[src/rtl/mem_pkg.sv]
// mem_pkg
//   Shared definitions for the memory stage and the load/store unit:
//   LSU dtype codes, RV32I load/store funct3 codes, the response fault
//   encoding and the two GPIO register addresses that the LSU decodes.
package mem_pkg;

  // LSU dtype codes (dtypes_in). DT_NONE selects no byte banks.
  localparam logic [2:0] DT_BYTE               = 3'd0;
  localparam logic [2:0] DT_HALF_WORD          = 3'd1;
  localparam logic [2:0] DT_WORD               = 3'd2;
  localparam logic [2:0] DT_BYTE_UNSIGNED      = 3'd3;
  localparam logic [2:0] DT_HALF_WORD_UNSIGNED = 3'd4;
  localparam logic [2:0] DT_NONE               = 3'b111;

  // RV32I funct3 codes. Stores reuse the low three load encodings.
  localparam logic [2:0] F3_LB  = 3'b000;
  localparam logic [2:0] F3_LH  = 3'b001;
  localparam logic [2:0] F3_LW  = 3'b010;
  localparam logic [2:0] F3_LBU = 3'b100;
  localparam logic [2:0] F3_LHU = 3'b101;
  localparam logic [2:0] F3_SB  = 3'b000;
  localparam logic [2:0] F3_SH  = 3'b001;
  localparam logic [2:0] F3_SW  = 3'b010;

  typedef enum logic [1:0] {
    FAULT_NONE     = 2'd0,
    FAULT_MISALIGN = 2'd1,
    FAULT_FUNCT3   = 2'd2
  } fault_e;

  // GPIO registers: plain word stores from this block's point of view.
  localparam logic [11:0] GPIO_A = 12'hEF0;
  localparam logic [11:0] GPIO_B = 12'hEF4;

endpackage

[src/rtl/mem_req_decode.sv]
// mem_req_decode
//   Combinational decode of a load/store request.
//   Ports:
//     funct3   in  3  RV32I funct3
//     is_store in  1  1 = store, 0 = load
//     addr_lo  in  2  request byte address bits [1:0]
//     dtype    out 3  LSU dtype code (DT_NONE when the request faults)
//     fault    out 2  FAULT_NONE / FAULT_MISALIGN / FAULT_FUNCT3
module mem_req_decode
  import mem_pkg::*;
(
  input  logic [2:0] funct3,
  input  logic       is_store,
  input  logic [1:0] addr_lo,
  output logic [2:0] dtype,
  output logic [1:0] fault
);

  logic [2:0] dtype_raw;
  logic       legal;
  logic       misaligned;

  always_comb begin
    dtype_raw = DT_NONE;
    legal     = 1'b0;
    case (funct3)
      F3_LB:  begin dtype_raw = DT_BYTE;      legal = 1'b1; end
      F3_LH:  begin dtype_raw = DT_HALF_WORD; legal = 1'b1; end
      F3_LW:  begin dtype_raw = DT_WORD;      legal = 1'b1; end
      // Unsigned variants exist only for loads.
      F3_LBU: begin dtype_raw = DT_BYTE_UNSIGNED;      legal = !is_store; end
      F3_LHU: begin dtype_raw = DT_HALF_WORD_UNSIGNED; legal = !is_store; end
      default: ;
    endcase
  end

  always_comb begin
    misaligned = 1'b0;
    case (dtype_raw)
      DT_HALF_WORD, DT_HALF_WORD_UNSIGNED: misaligned = addr_lo[0];
      DT_WORD:                             misaligned = |addr_lo;
      default: ;
    endcase
  end

  // Illegal funct3 outranks misalignment.
  always_comb begin
    fault = FAULT_NONE;
    dtype = dtype_raw;
    if (!legal) begin
      fault = FAULT_FUNCT3;
      dtype = DT_NONE;
    end else if (misaligned) begin
      fault = FAULT_MISALIGN;
      dtype = DT_NONE;
    end
  end

endmodule

[src/rtl/mem_stage_ctrl.sv]
// mem_stage_ctrl
//   Memory-stage front end between execute and the LSU. Accepts one
//   load/store per handshake, decodes funct3 into an LSU dtype, sequences
//   the LSU access across RD_LATENCY cycles and holds a registered response
//   (load data or fault) for writeback.
//   Ports:
//     clk, reset_n                 clock; synchronous active-low reset
//     req_valid/req_ready          request handshake (ready only in IDLE)
//     req_is_store, req_funct3,
//     req_addr, req_wdata, req_rd  request fields
//     lsu_addr, lsu_wdata,
//     lsu_we, lsu_dtype            LSU drive
//     lsu_rdata                    LSU read data, already extended
//     resp_valid/resp_ready        response handshake
//     resp_rdata, resp_rd,
//     resp_fault                   response fields
module mem_stage_ctrl
  import mem_pkg::*;
#(
  parameter int DATA_WIDTH  = 32,
  parameter int ADDR_WIDTH  = 12,
  parameter int DTYPE_WIDTH = 3,
  parameter int RD_LATENCY  = 1
) (
  input  logic                   clk,
  input  logic                   reset_n,
  input  logic                   req_valid,
  output logic                   req_ready,
  input  logic                   req_is_store,
  input  logic [2:0]             req_funct3,
  input  logic [ADDR_WIDTH-1:0]  req_addr,
  input  logic [DATA_WIDTH-1:0]  req_wdata,
  input  logic [4:0]             req_rd,
  output logic [ADDR_WIDTH-1:0]  lsu_addr,
  output logic [DATA_WIDTH-1:0]  lsu_wdata,
  output logic                   lsu_we,
  output logic [DTYPE_WIDTH-1:0] lsu_dtype,
  input  logic [DATA_WIDTH-1:0]  lsu_rdata,
  output logic                   resp_valid,
  input  logic                   resp_ready,
  output logic [DATA_WIDTH-1:0]  resp_rdata,
  output logic [4:0]             resp_rd,
  output logic [1:0]             resp_fault
);

  typedef enum logic [1:0] {S_IDLE, S_ACCESS, S_WAIT, S_RESP} state_e;

  localparam logic [2:0] LAST_CNT = 3'(RD_LATENCY - 1);

  state_e                 state, state_next;
  logic [2:0]             cnt;
  logic                   is_store_q;
  logic [DTYPE_WIDTH-1:0] dtype_q;
  logic [2:0]             dec_dtype;
  logic [1:0]             dec_fault;
  logic                   accept;
  logic                   dec_ok;
  logic                   last_beat;

  mem_req_decode u_decode (
    .funct3   (req_funct3),
    .is_store (req_is_store),
    .addr_lo  (req_addr[1:0]),
    .dtype    (dec_dtype),
    .fault    (dec_fault)
  );

  assign accept = req_valid && req_ready;
  assign dec_ok = (dec_fault == FAULT_NONE);

  // Final cycle of a load access: lsu_rdata is valid at the closing edge.
  assign last_beat = (state == S_ACCESS && !is_store_q && RD_LATENCY == 1) ||
                     (state == S_WAIT && cnt == LAST_CNT);

  always_comb begin
    state_next = state;
    case (state)
      S_IDLE:   if (accept) state_next = dec_ok ? S_ACCESS : S_RESP;
      S_ACCESS: state_next = (is_store_q || RD_LATENCY == 1) ? S_RESP : S_WAIT;
      S_WAIT:   if (cnt == LAST_CNT) state_next = S_RESP;
      S_RESP:   if (resp_ready) state_next = S_IDLE;
      default:  state_next = S_IDLE;
    endcase
  end

  always_ff @(posedge clk) begin
    if (!reset_n) state <= S_IDLE;
    else          state <= state_next;
  end

  // WAIT counter: 1 on entry, terminal at RD_LATENCY-1.
  always_ff @(posedge clk) begin
    if (!reset_n)              cnt <= 3'd0;
    else if (state == S_ACCESS) cnt <= 3'd1;
    else if (state == S_WAIT)   cnt <= cnt + 3'd1;
  end

  // Latched request kind and dtype; only meaningful during ACCESS/WAIT.
  always_ff @(posedge clk) begin
    if (accept) begin
      is_store_q <= req_is_store;
      dtype_q    <= DTYPE_WIDTH'(dec_dtype);
    end
  end

  // LSU address/data and response registers. The LSU address/data only
  // move for requests that will really access the LSU, so they otherwise
  // hold their last values.
  always_ff @(posedge clk) begin
    if (!reset_n) begin
      lsu_addr   <= '0;
      lsu_wdata  <= '0;
      resp_rdata <= '0;
      resp_rd    <= '0;
      resp_fault <= '0;
    end else if (accept) begin
      if (dec_ok) begin
        lsu_addr  <= req_addr;
        lsu_wdata <= req_wdata;
      end
      resp_rdata <= '0;
      resp_rd    <= (!req_is_store && dec_ok) ? req_rd : 5'd0;
      resp_fault <= dec_fault;
    end else if (last_beat) begin
      resp_rdata <= lsu_rdata;
    end
  end

  assign req_ready  = (state == S_IDLE);
  assign resp_valid = (state == S_RESP);
  assign lsu_we     = (state == S_ACCESS) && is_store_q;
  assign lsu_dtype  = (state == S_ACCESS || state == S_WAIT) ? dtype_q
                                                             : DTYPE_WIDTH'(DT_NONE);

endmodule

[config.mk]
export PLATFORM = sky130hd
export DESIGN_NAME = mem_stage_ctrl
export DESIGN_NICKNAME = d
export VERILOG_FILES = /design/src/rtl/mem_pkg.sv /design/src/rtl/mem_req_decode.sv /design/src/rtl/mem_stage_ctrl.sv
export SDC_FILE = /design/constraint.sdc
export NUM_CORES = 1
export LEC_CHECK = 0
export ABC_AREA = 1
export ABC_CLOCK_PERIOD_IN_PS = 2250
export BUFFER_PORTS_ARGS = -buffer_cell sky130_fd_sc_hd__buf_2
export CORE_MARGIN = 1.5
export CORE_UTILIZATION = 51
export DETAILED_ROUTE_END_ITERATION = 7
export PLACE_DENSITY = 0.86
export SETUP_SLACK_MARGIN = 0.4
export SLEW_MARGIN = 10
export SYNTH_ARGS = -nofsm -noshare
export SYNTH_HDL_FRONTEND = slang
export SYNTH_SLANG_ARGS = --single-unit
export TNS_END_PERCENT = 30
[constraint.sdc]
create_clock -name clk -period 2.25 [get_ports clk]
set_input_delay 0.1125 -clock clk [delete_from_list [all_inputs] [get_ports clk]]
set_output_delay 0.1125 -clock clk [all_outputs]
set_load 0.05 [all_outputs]
; ---- Word-level counts from Yosys, hierarchy flattened
; Index checks and enable logic that the tools add are counted.
[op_classes]
addsub = 1
n_eq_ne = 13
mux = 14
bitwise = 2
reduce_logical = 23
[op_table]
columns = cell, count
row1 = 3-bit one-hot mux with 5 select lines, 1
row2 = 2-bit OR reduction, 6
row3 = 2-bit two-way mux, 5
row4 = "3-bit == test, second input constant", 3
row5 = 2-bit one-hot mux with 4 select lines, 1
row6 = "3-bit by 1-bit == test with 1-bit output, second input constant", 2
row7 = "3-bit by 2-bit == test with 1-bit output, second input constant", 2
row8 = 3-bit logical NOT, 2
row9 = 1-bit logical AND, 5
row10 = 5-bit two-way mux, 1
row11 = "2-bit == test, second input constant", 2
row12 = 2-bit logical NOT, 2
row13 = "2-bit by 1-bit inequality test with 1-bit output, second input constant", 2
row14 = 1-bit one-hot mux with 2 select lines, 2
row15 = "3-bit by 1-bit adder with 3-bit output, second input constant", 1
row16 = 1-bit two-way mux, 3
row17 = 3-bit two-way mux, 1
row18 = 3-bit AND reduction, 1
row19 = 3-bit OR reduction, 1
row20 = "2-bit by 1-bit == test with 1-bit output, second input constant", 1
row21 = 1-bit logical NOT, 2
row22 = 1-bit logical OR, 2
row23 = "2-bit inequality test, second input constant", 1
row24 = 1-bit NOT, 2
row25 = other kinds (2), 2
[totals]
regBits = 92
in_bits = 89
out_inout_bits = 89
word_cells = 63

; ---- Logic depth before layout (Yosys ltp)
; Gate-level depths: netlist of the first run.
[depth]
word_depth = 11
mapped_depth = 9

; ---- Hierarchy
; Synthesis of the first run repeated with hierarchy kept, for this count alone.
[hier_totals]
cells_unflattened = 450
area_unflattened_um2 = 3488.3
[by_module_without_submodules]
columns = module, instances, cells_each, area_each_um2, seq_area_each_um2
row1 = mem_stage_ctrl, 1, 427, 3380.7, 1881.8
row2 = mem_req_decode, 1, 23, 107.6, 0.0

; ---- Worst setup path before layout of the first run
; No wires, ideal clock.
[synth_path]
kind = flip-flop to flip-flop
from = register state[0]
to = register lsu_addr[11]
t_arrival_ns = 1.729
setup_slack_ns = 0.406
path_stages_with_launch = 9
cell_sequence = dfxtp_1 > inv_1 > ha_1 > nand2_1 > inv_2 > buf_1 > nand4_1 > nand2_1 > nor2_1
[synth_between]
elab_chain_len = 3
[synth_rtl]
columns = element, line_no
row1 = "start, declared", mem_stage_ctrl.sv:50  ; state_e state, state_next;
row2 = "start signal, assigned", mem_stage_ctrl.sv:88  ; else state <= state_next;
row3 = 2-bit logical NOT, mem_stage_ctrl.sv:129  ; assign req_ready = (state == S_IDLE);
row4 = via req_ready, mem_stage_ctrl.sv:28  ; output logic req_ready,
row5 = 1-bit logical AND, mem_stage_ctrl.sv:68  ; assign accept = req_valid && req_ready;
row6 = 2-bit AND reduction (no source line), n/a
row7 = "end signal, assigned", mem_stage_ctrl.sv:118  ; lsu_addr <= req_addr;
row8 = "end, declared", mem_stage_ctrl.sv:34  ; output logic [ADDR_WIDTH-1:0] lsu_addr,
; The timed path passes the listed nets, and every way through them passes these cells.
; A chain may end at the register's enable or synchronous reset.

; ---- Worst setup path in the final report of the first run
[layout_path]
from = input req_addr[1]
to = register lsu_wdata[4]
[layout_between]
elab_chain_len = 6
[layout_rtl]
columns = element, line_no
row1 = "start, declared", mem_stage_ctrl.sv:31  ; input logic [ADDR_WIDTH-1:0] req_addr,
row2 = 2-bit OR reduction, mem_req_decode.sv:41  ; DT_WORD: misaligned = |addr_lo;
row3 = 1-bit one-hot mux with 2 select lines, mem_req_decode.sv:39  ; case (dtype_raw)
row4 = 1-bit two-way mux, mem_req_decode.sv:53  ; end else if (misaligned) begin
row5 = 2-bit two-way mux, mem_req_decode.sv:50  ; if (!legal) begin
row6 = 2-bit logical NOT, mem_stage_ctrl.sv:69  ; assign dec_ok = (dec_fault == FAULT_NONE);
row7 = 2-bit AND reduction (no source line), n/a
row8 = "end signal, assigned", mem_stage_ctrl.sv:119  ; lsu_wdata <= req_wdata;
row9 = "end, declared", mem_stage_ctrl.sv:35  ; output logic [DATA_WIDTH-1:0] lsu_wdata,
; No other way between the ends.

==> results by group, run 1 <==
Timing
  • Final period utilization: 0.809
  • Rel. slew slack: 0.613
  • FMAX: ~550 MHz
  • Slew @ Worst Pin: 0.579 ns
  • Final Hold Violating Endpoints: 0
  • RSZ-0062 raised after global routing: yes
  • Fin crit period: ~1.8 ns
  • Setup TNS: 0 ns
  • Max Slew Vio Count: 0
  • Final setup vio count: 0
  • Clock Skew: roughly 0.014 ns
  • Crit path setup slack, layout: between 0.4 and 0.5 ns

Logic synthesis
  • Seq/Total Area, Yosys: 0.478
  • Post-Synthesis Cells: ~540
  • Ys async rst share: 0
  • Synthesized area per cell: roughly 7.2 sq um
  • Netlist cell types: 26
  • Syn Nets: between 600 and 700
  • Mapped cell area: 3940 sq um
  • Flops & latches, synth: 92
  • Post-synth EDFFs: 4
  • Most used flip-flop cell after synthesis: dfxtp_1
  • Synthesis Warnings: 0

Pwr
  • P_leak: between 2 and 3 nW
  • Power Density: roughly 1100 nW/um^2
  • VDD IR max: just under 0.0005 V

Cells and area
  • Area of the multi-input gates: between 1500 and 2000 sq um
  • Fraction of layout cells with a size suffix above 1: 0.297
  • Commonest cells after routing, fill and taps aside: buf_2, nor2_1, dfxtp_1, nand2_1, inv_1
  • Total Nets Final: 845
  • Finished layout cell area: 5450 sq um
  • Commonest non-fill, non-tap cell in the layout: buf_2
  • Fin cells: about 850
  • Register Area: 1880 sq um
  • N_diodes: 0
  • Synthesis-to-finish area growth: 38.5%
  • Fillers: roughly 560

Detailed routing
  • Wire per inst: roughly 14 microns
  • # DRC: 0
  • Routed Antenna Nets: 0
  • Via count: 4337
  • Routed wire length: ~12 mm
  • Initial DRC count: between 150 and 200
  • Drt first pass iters: 6
  • Via/cell ratio: 5.09

CTS
  • CTS root buf: clkbuf_8
  • CTS buffer count: 9
  • Clock buffer depth: 2
  • H-tree lvl count: 3
  • TritonCTS Sinks: 92
  • Clock transition at path regs: 0.10 ns
  • Clock latency on the worst-skew pair: 0.36 ns
  • CTS tree: done

Critical path
  • Slowest stage cell, crit path: dlygate4sd3_1
  • CP most frequent cell: nor2_1
  • Delay-heaviest family, CP: simple AND/OR/NAND/NOR gates
  • Crit path cell chain: dlygate4sd3_1 -> buf_2 -> inv_1 -> nand2_1 -> nand2_2 -> inv_2 -> nor2_4 -> nor2_1 -> nor2_1
  • Setup crit start: req_addr[1]
  • Crit-path max cell delay: 0.53 ns
  • CP Class: in2reg
  • Worst Path Max Fanout: 23
  • Crit start category: input port
  • Crit. End Element: register
  • CP Buf/Inv Count: 4
  • Worst Path Arrival: ~2.1 ns
  • Crit Reg-Reg Startpoint: state[0]
  • Worst Path Required: 2.54 ns

Floorplan
  • Die height: between 90 and 100 microns
  • Die X: approximately 91 microns
  • Core area: roughly 7400 sq um
  • Die area: ~8300 sq um
  • Row Count: 31
  • Starting Density: 0.534
  • Top Ports: 178

Run status
  • Status: finished, final reports clean

Placement
  • Port Buf Inserts: roughly 180
  • HPWL after DPL: ~7.2 mm
  • Cells after DPL: ~790
  • Placed inst area: approximately 4800 sq um
  • Setup WS pre-CTS: around 0.31 ns
  • GP Congestion: ~0.76

Global route
  • First-pass GRT wire length: ~19 mm
  • Largest net degree at the start of global routing: 49
  • Overflow after GRT: 0
  • Initial antenna violation count: 0
  • Total GRT Usage: 0.285
  • Number of global-route vias before repair: between 4000 and 5000

Job
  • Max-capacitance violation count: 0

Worst hold path
  • Min-Delay Startpoint: lsu_rdata[1]
  • Hold Path Class: in2reg
==> final cells by class <==
| class | instances | area share |
|---|---|---|
| well taps | 99 | 0.0227 |
| clock buffers | 9 | 0.0227 |
| flip-flops and latches | 92 | 0.346 |
| repair buffers | 223 | 0.246 |
| repair inverters | 1 | 0.00138 |
| multi-input cells | 353 | 0.303 |
| clock inverters | 7 | 0.0119 |
| inverters | 68 | 0.0475 |
==> state kept, by name, summed over array words and instances (netlist names) <==
register and flops:
lsu_wdata 32, dtype_q 3, is_store_q 1, resp_rd 5, resp_fault 2, resp_rdata 32
cnt 3, state 2, lsu_addr 12
==> per-stage QoR <==
stage	utilization	power [mW]	hold slack (ns)
after global routing	0.740	6.45	0.0136
after floorplan	-	4.20	0.211
after CTS	0.732	5.97	0.000417
after detailed placement	0.653	4.79	0.335
final	0.740	6.15	0.0147
after global placement	0.653	4.71	0.333
==> where the power goes <==
group / leakage, nW / switching [mW] / internal, mW
combinational: 2.10 / 2.16 / 0.745
sequential: 0.752 / 0.185 / 1.97
clock: 0.0961 / 0.652 / 0.432
total: 2.95 / 3.00 / 3.15
==> worst paths after layout <==
path	to	slack, ns	cells after the start
worst min register to register	resp_rd[3]	0.46	2
worst max register to register	lsu_wdata[4]	0.46	8
worst max-delay path	lsu_wdata[4]	0.43	9
worst min-delay path	resp_rdata[1]	0.01	3
==> synthesized netlist by cell type, types with 2 or more instances <==
cell	n	area, sq um
o211ai_1	2	15.0
buf_2	20	100
buf_6	4	45.0
nand2_1	83	312
buf_1	4	15.0
nor2_1	158	593
nand3_1	10	50.1
nand2_2	2	12.5
edfxtp_1	4	120
o21ai_0	33	165
clkbuf_1	4	15.0
inv_1	64	240
a21oi_1	2	10.0
or2_2	3	18.8
nand4_1	43	269
dfxtp_1	88	1760
ha_1	8	100
inv_2	4	15.0
==> routing by layer <==
| layer | global-route usage | up-vias | share of wire | wire length (microns) |
|---|---|---|---|---|
| met4 | 0.132 | 0 | 0.027 | 330 |
| met5 | 0 | - | 0 | 0 |
| met1 | 0.317 | 1964 | 0.38 | 4590 |
| li1 | - | 2112 | - | - |
| met3 | 0.0833 | 36 | 0.087 | 1050 |
| met2 | 0.500 | 225 | 0.50 | 6050 |
==> timing repair <==
item,4_1_cts,5_1_grt
buffers inserted,2,2
resized for setup,2,13
hold buffers,36,0
pin swaps,0,1
endpoints found under the hold margin,36,0
endpoints found under the setup margin,37,79
cloned,1,1
==> tightest hold or removal path, stage by stage <==
cell and delay [ns]:
buf_2 0.10, nor2_1 0.04, nor2_1 0.08
==> kinds of logic (layout without fill, tap and decap cells) <==
logic type               count (synthesis)  after routing  synth area share
adder cells (fa/ha/maj)                  8              8            0.0254
buffers and inverters                  100            308             0.109
AND/OR/NAND/NOR                        305            306             0.335
flip-flops                              92             92             0.478
AO/OA/AOI/OAI                           39             39            0.0518
(Power assumes the default switching activity.)
==> inputs of run 2 (changes only) <==
--- a/config.mk
+++ b/config.mk
@@ -6,12 +6,12 @@
 export NUM_CORES = 1
 export LEC_CHECK = 0
 export ABC_AREA = 1
-export ABC_CLOCK_PERIOD_IN_PS = 2250
+export ABC_CLOCK_PERIOD_IN_PS = 1520
 export BUFFER_PORTS_ARGS = -buffer_cell sky130_fd_sc_hd__buf_2
 export CORE_MARGIN = 1.5
-export CORE_UTILIZATION = 51
+export CORE_UTILIZATION = 42
 export DETAILED_ROUTE_END_ITERATION = 7
-export PLACE_DENSITY = 0.86
+export PLACE_DENSITY = 0.76
 export SETUP_SLACK_MARGIN = 0.4
 export SLEW_MARGIN = 10
 export SYNTH_ARGS = -nofsm -noshare
==> constraint.sdc (replaced) <==
create_clock -name clk -period 1.52 [get_ports clk]
set_input_delay 0.076 -clock clk [delete_from_list [all_inputs] [get_ports clk]]
set_output_delay 0.076 -clock clk [all_outputs]
set_load 0.05 [all_outputs]
==> run 2 against run 1 <==
  * The flow now finishes with violations (setup timing)
  * Total power up 58%
  * Wire length down 2.6%
  * Clock skew down 0.0053 ns
  * Sequential share of layout area down 2.9 points
  * Final cell count up 3.4%
  * Via count down 0.95%
  * Worst setup slack worse by 0.49 ns
  * Critical path type is now reg2out
  * Largest cell class unchanged
==> results by group, run 2 (synthesis gave the netlist of run 1 again) <==
Detailed routing
  • Initial DRC count: between 100 and 150
  • Wire per inst: 13.3 microns
  • Via count: roughly 4300
  • # DRC: 0
  • Routed wire length: roughly 12 mm
  • Drt first pass iters: 4
  • Routed Antenna Nets: 0
  • Via/cell ratio: between 4 and 5

Critical path
  • Crit path cell chain: inv_4 -> ha_4 -> inv_4 -> or2_4 -> buf_8
  • Worst Path Arrival: around 1.5 ns
  • Crit start category: register
  • Worst Path Required: ~1.4 ns
  • CP Class: reg2out
  • Crit. End Element: primary output
  • Worst Path Max Fanout: 4
  • CP most frequent cell: inv_4
  • Crit-path max cell delay: ~0.38 ns
  • Delay-heaviest family, CP: flip-flops
  • Slowest stage cell, crit path: dfxtp_4
  • CP Buf/Inv Count: 3

Worst hold path
  • Hold Path Class: in2reg

Timing
  • Clock Skew: about 0.0085 ns
  • Final setup vio count: 19
  • Fin crit period: about 1.6 ns
  • Crit path setup slack, layout: -0.0583 ns
  • Max Slew Vio Count: 0
  • Final period utilization: 1.04
  • Slew @ Worst Pin: about 0.34 ns
  • RSZ-0062 raised after global routing: yes
  • FMAX: approximately 630 MHz
  • Final Hold Violating Endpoints: 0
  • Rel. slew slack: 0.775

Floorplan
  • Die X: roughly 100 microns
  • Die area: 9960 sq um
  • Top Ports: ~180
  • Row Count: 35
  • Die height: between 90 and 100 microns
  • Core area: slightly above 9000 sq um
  • Starting Density: 0.430

Cells and area
  • Total Nets Final: between 800 and 900
  • Largest regs: lsu_wdata: 32 flops, resp_rdata: 32 flops, lsu_addr: 12 flops
  • Fillers: roughly 750
  • Area of the multi-input gates: approximately 1800 sq um
  • Commonest cells after routing, fill and taps aside: buf_2, nor2_1, dfxtp_1, nand2_1, inv_1
  • Util after Layout: 0.652
  • Synthesis-to-finish area growth: 51.5%
  • Commonest non-fill, non-tap cell in the layout: buf_2
  • Fraction of layout cells with a size suffix above 1: 0.356
  • Fin cells: between 800 and 900
  • N_diodes: 0
  • Register Area: between 1500 and 2000 sq um

CTS
  • Clock transition at path regs: about 0.10 ns
  • Clock latency on the worst-skew pair: 0.36 ns
  • CTS root buf: clkbuf_8
  • Clock buffer depth: 2
  • CTS tree: done
  • H-tree lvl count: 3
  • CTS buffer count: 9
  • TritonCTS Sinks: slightly above 90

Global route
  • Overflow after GRT: 0
  • Initial antenna violation count: 0
  • Number of global-route vias before repair: 4196
  • Total GRT Usage: 0.225
  • Largest net degree at the start of global routing: 39
  • First-pass GRT wire length: around 18 mm

Placement
  • GP Congestion: around 0.80
  • Port Buf Inserts: between 150 and 200
  • HPWL after DPL: ~7.6 mm
  • Cells after DPL: between 800 and 900

Pwr
  • Sequential power share: 0.326
  • P_sw: 4.58 mW
  • Power Density: roughly 1600 nW/um^2
  • Internal: 5.16 mW
  • VDD IR max: around 0.00076 V
  • Switch share: 0.470
  • P_leak: roughly 3.2 nW
  • Comb power frac: 0.510
  • Clock power frac: 0.163

Run status
  • Status: complete, but fails checks
  • Failing checks: setup timing

Job
  • Max-capacitance violation count: 0
[run 2: changes by cell type in the layout (fill, tap and decap cells not counted), sizes merged]
cell         previous run  this run
clkbuf                  9        11
nor2                  160       159
dlygate4sd3            36        40
clkinvlp                3         2
buf                   187       200
[run 2: layer usage]
metal,part of all wire,global-route usage
met5,0,0
met4,0.017,0.0932
met3,0.088,0.0648
met1,0.40,0.247
met2,0.49,0.407
[run 2: worst paths after layout]
check	startpoint	end	slack, ns	cells past startpoint
setup / recovery	state[1]	lsu_dtype[2]	-0.06	5
hold / removal	reset_n	state[1]	0.02	3
setup reg to reg	state[0]	resp_rdata[0]	-0.03	9
hold reg to reg	resp_rd[3]	resp_rd[3]	0.46	2
[run 2: what timing repair did]
action	CTS	global route
cloned	0	2
setup endpoints to repair	96	98
hold buffers	40	0
endpoints found under the hold margin	40	0
pin swaps	23	16
gates resized for setup	46	34
setup buffers	6	3
[run 2: metrics by stage]
stage	total power [mW]	TNS [ns]	hold slack [ns]	worst slack [ns]	cell area, sq um
2_1_floorplan	6.30	0	0.175	0.119	3970
3_3_place_gp	7.23	0	0.299	0.0725	4980
3_5_place_dp	7.32	-0.431	0.303	-0.0382	4980
4_1_cts	9.46	-0.155	0.00358	-0.0503	5790
5_1_grt	10.3	-5.01	0.00805	-0.0959	5960
6_report	9.74	-0.394	0.0243	-0.0583	5960
[run 2: final cells by class]
type | instances | area share
inverter | 68 | 0.0449
clock inverter | 7 | 0.0111
sequential | 92 | 0.317
tap | 111 | 0.0233
multi-input combinational | 352 | 0.305
timing repair buffer | 242 | 0.278
clock buffer | 9 | 0.0208
[run 2: power groups by stage]
stage,Combinational [mW],Clock (mW),Sequential [mW]
final,4.97,1.59,3.18
after detailed placement,4.11,0,3.21
after global routing,5.34,1.73,3.23
after CTS,4.66,1.65,3.15
after global placement,4.05,0,3.18
after floorplan,1.67,0,4.63
[run 2: tightest hold or removal path, cell delays in order]
cell,delay (ns)
buf_2,0.16
nand2_1,0.08
a21oi_1,0.03
==> inputs of run 3 (changes only) <==
--- a/config.mk
+++ b/config.mk
@@ -9,12 +9,13 @@
 export ABC_CLOCK_PERIOD_IN_PS = 1520
 export BUFFER_PORTS_ARGS = -buffer_cell sky130_fd_sc_hd__buf_2
 export CORE_MARGIN = 1.5
-export CORE_UTILIZATION = 42
+export CORE_UTILIZATION = 41
 export DETAILED_ROUTE_END_ITERATION = 7
 export PLACE_DENSITY = 0.76
 export SETUP_SLACK_MARGIN = 0.4
 export SLEW_MARGIN = 10
 export SYNTH_ARGS = -nofsm -noshare
 export SYNTH_HDL_FRONTEND = slang
+export SYNTH_HIERARCHICAL = 1
 export SYNTH_SLANG_ARGS = --single-unit
 export TNS_END_PERCENT = 30
==> run 3 against run 2 <==
  * Final cell count decreased by 5.1%
  * Register-to-register slack improved by 0.14 ns
  * Largest power group unchanged
  * Clock-buffer cell count increased by 2
  * Combinational power increased by 20%
  * Sequential share of layout area decreased by 0.92 points
  * The flow now finishes without violations
  * First-iteration DRC count decreased by 6.2%
  * Critical endpoint is now resp_rdata[0]
  * Total power increased by 10%
==> results by group, run 3 <==
Run status
  • Status: finished, final reports clean

Global route
  • GRT Max-Usage Layer: met2
  • Number of global-route vias before repair: around 3800
  • Met3 Use GR: 0.0646
  • Total GRT Usage: 0.241
  • Initial antenna violation count: 0
  • Overflow after GRT: 0
  • GRT met2 Usage: 0.438
  • Met1 global-route usage: 0.258
  • Largest net degree at the start of global routing: 51
  • First-pass GRT wire length: between 15 and 20 mm

Logic synthesis
  • Synthesized area per cell: between 7 and 8 sq um
  • Ys async rst share: 0
  • Syn Nets: around 550
  • Netlist cell types: 26
  • Flops & latches, synth: between 90 and 100
  • Synthesis Warnings: 6
  • Post-Synthesis Cells: 450
  • Most common cell in the netlist: nor2_1
  • Post-synth top area cell: dfxtp_1
  • Most used flip-flop cell after synthesis: dfxtp_1
  • Synth top area share: 0.505
  • Synth top cells by count: nor2_1, dfxtp_1, o21ai_0, nand2_1, inv_1
  • Mapped cell area: roughly 3500 sq um
  • Seq/Total Area, Yosys: 0.539
  • Synth area leaders: dfxtp_1, nor2_1, o21ai_0
  • Post-synth EDFFs: 4

Critical path
  • Slowest stage cell, crit path: dfxtp_4
  • Crit. End Element: register
  • Crit start category: register
  • Crit-path max cell delay: ~0.36 ns
  • Crit path cell chain: buf_6 -> ha_4 -> nand3_4 -> nand2_8 -> buf_12 -> o21ai_0 -> nor2_1
  • Reg2reg setup slack: 0.11 ns
  • Worst Path Arrival: 1.63 ns
  • CP Class: reg2reg
  • Worst Path Required: around 1.8 ns
  • Worst Path Max Fanout: 16

Pwr
  • VDD IR max: a little under 0.0009 V
  • P_sw: 5.08 mW
  • Comb power frac: 0.553
  • Switch share: 0.473
  • Power Density: between 1500 and 2000 nW/um^2
  • Internal: roughly 5.7 mW
  • Clock power frac: 0.139
  • Sequential power share: 0.308
  • P_leak: between 2 and 3 nW

Floorplan
  • Row Count: 33
  • Starting Density: 0.425
  • Die X: between 90 and 100 microns
  • Top Ports: between 150 and 200
  • Core area: approximately 8200 sq um
  • Die area: 9070 sq um
  • Die height: around 95 microns

Timing
  • Fin crit period: between 1 and 1.5 ns
  • Rel. slew slack: 0.678
  • Slew @ Worst Pin: 0.482 ns
  • Final setup vio count: 0
  • Clock Skew: roughly 0.014 ns
  • RSZ-0062 raised after global routing: yes
  • Setup TNS: 0 ns
  • Max Slew Vio Count: 0
  • FMAX: a little over 700 MHz
  • Hold_ws: about 0.036 ns
  • Final Hold Violating Endpoints: 0
  • Final period utilization: 0.924

CTS
  • CTS root buf: clkbuf_8
  • CTS buffer count: 9
  • TritonCTS Sinks: a little over 90
  • Clock latency on the worst-skew pair: between 0.3 and 0.4 ns
  • CTS tree: done
  • H-tree lvl count: 3
  • Clock buffer depth: 2
  • Clock transition at path regs: ~0.090 ns

Detailed routing
  • Routed wire length: ~13 mm
  • Via/cell ratio: 4.83
  • Routed Antenna Nets: 0
  • Via count: just over 4000
  • Initial DRC count: 121
  • # DRC: 0
  • Wire per inst: 15.0 microns
  • Drt first pass iters: 4

Placement
  • HPWL after DPL: slightly above 6 mm
  • GP Congestion: roughly 0.76
  • Port Buf Inserts: around 180

Cells and area
  • Commonest non-fill, non-tap cell in the layout: buf_2
  • N_diodes: 0
  • Total Nets Final: 822
  • Largest regs: lsu_wdata: 32 flops, resp_rdata: 32 flops, lsu_addr: 12 flops
  • Fillers: 568
  • Commonest cells after routing, fill and taps aside: buf_2, nor2_1, dfxtp_1, dlygate4sd3_1, o21ai_1
  • Fraction of layout cells with a size suffix above 1: 0.390
  • Synthesis-to-finish area growth: 76.1%

Worst hold path
  • Hold Path Class: in2reg

Job
  • Max-capacitance violation count: 0
[run 3: cell count changes after synthesis, sizes merged, moves of 2 or more]
cell    previous run  this run
a21oi              2         4
buf               28        16
clkbuf             4         7
inv               68        25
nand2             85        36
nand3             12         5
nand4             43         2
nor2             159       167
o211ai             2         0
o21ai             33        86
or2                4         0
[run 3: power by group through the flow]
stage	registers (mW)	clock network (mW)	logic [mW]
finish	3.30	1.50	5.94
global route	3.36	1.64	6.28
CTS	3.26	1.55	4.97
detailed placement	3.32	0	4.37
global placement	3.30	0	4.30
floorplan	5.02	0	1.61
[run 3: routing by layer]
layer / wire [microns] / up-vias
met5: 0 / -
met4: 267 / 0
met3: 818 / 16
met2: 6350 / 173
met1: 5120 / 1867
li1: - / 1980
[run 3: worst max-delay path, delay by kind of cell (launching register included)]
kind            cells  cell delay (ns)
flops               1             0.36
simple gates        3             0.26
fa+ha+maj           1             0.17
buf+inv             2             0.28
compound gates      1             0.20
[run 3: path summary, 6_finish.rpt]
kind | from | depth (start not counted) | end
worst min register to register | resp_rd[0] | 2 | resp_rd[0]
worst max-delay path | state[1] | 7 | resp_rdata[0]
worst max register to register | state[1] | 7 | resp_rdata[0]
worst min-delay path | req_addr[0] | 3 | lsu_addr[0]
[run 3: cells by family after synthesis]
| kind of cell | count (synthesis) | synth area share |
|---|---|---|
| adders and majority gates | 7 | 0.0251 |
| AOI/OAI and AO/OA | 91 | 0.132 |
| DFF | 92 | 0.539 |
| and+or+nand+nor | 211 | 0.237 |
| buffers and inverters | 49 | 0.0664 |
[run 3: cell type report]
type,instances,area (sq um),share of cell area
Timing Repair Buffer,288,2190,0.356
Clock inverter,5,35.0,0.00570
Clock buffer,11,141,0.0230
Inverter,26,128,0.0208
Tap cell,105,131,0.0214
Multi-Input combinational cell,309,1630,0.266
Sequential cell,92,1890,0.307
[run 3: timing repair]
item / CTS / global route
pin swaps: 2 / 2
endpoints found under the hold margin: 81 / 0
hold buffers: 81 / 0
setup endpoints to repair: 89 / 96
setup buffers: 9 / 4
gates cloned: 3 / 7
gates resized for setup: 41 / 97
[run 3: through the flow]
stage / power (mW) / utilization / setup WS (ns) / std cells / instance area, sq um
2_1_floorplan: 6.63 / - / 0.110 / 450 / 3510
3_3_place_gp: 7.60 / 0.548 / 0.110 / 716 / 4500
3_5_place_dp: 7.68 / 0.548 / 0.0446 / 716 / 4500
4_1_cts: 9.78 / 0.699 / 0.164 / 825 / 5740
5_1_grt: 11.3 / 0.748 / 0.0808 / 836 / 6140
6_report: 10.7 / 0.748 / 0.115 / 836 / 6140
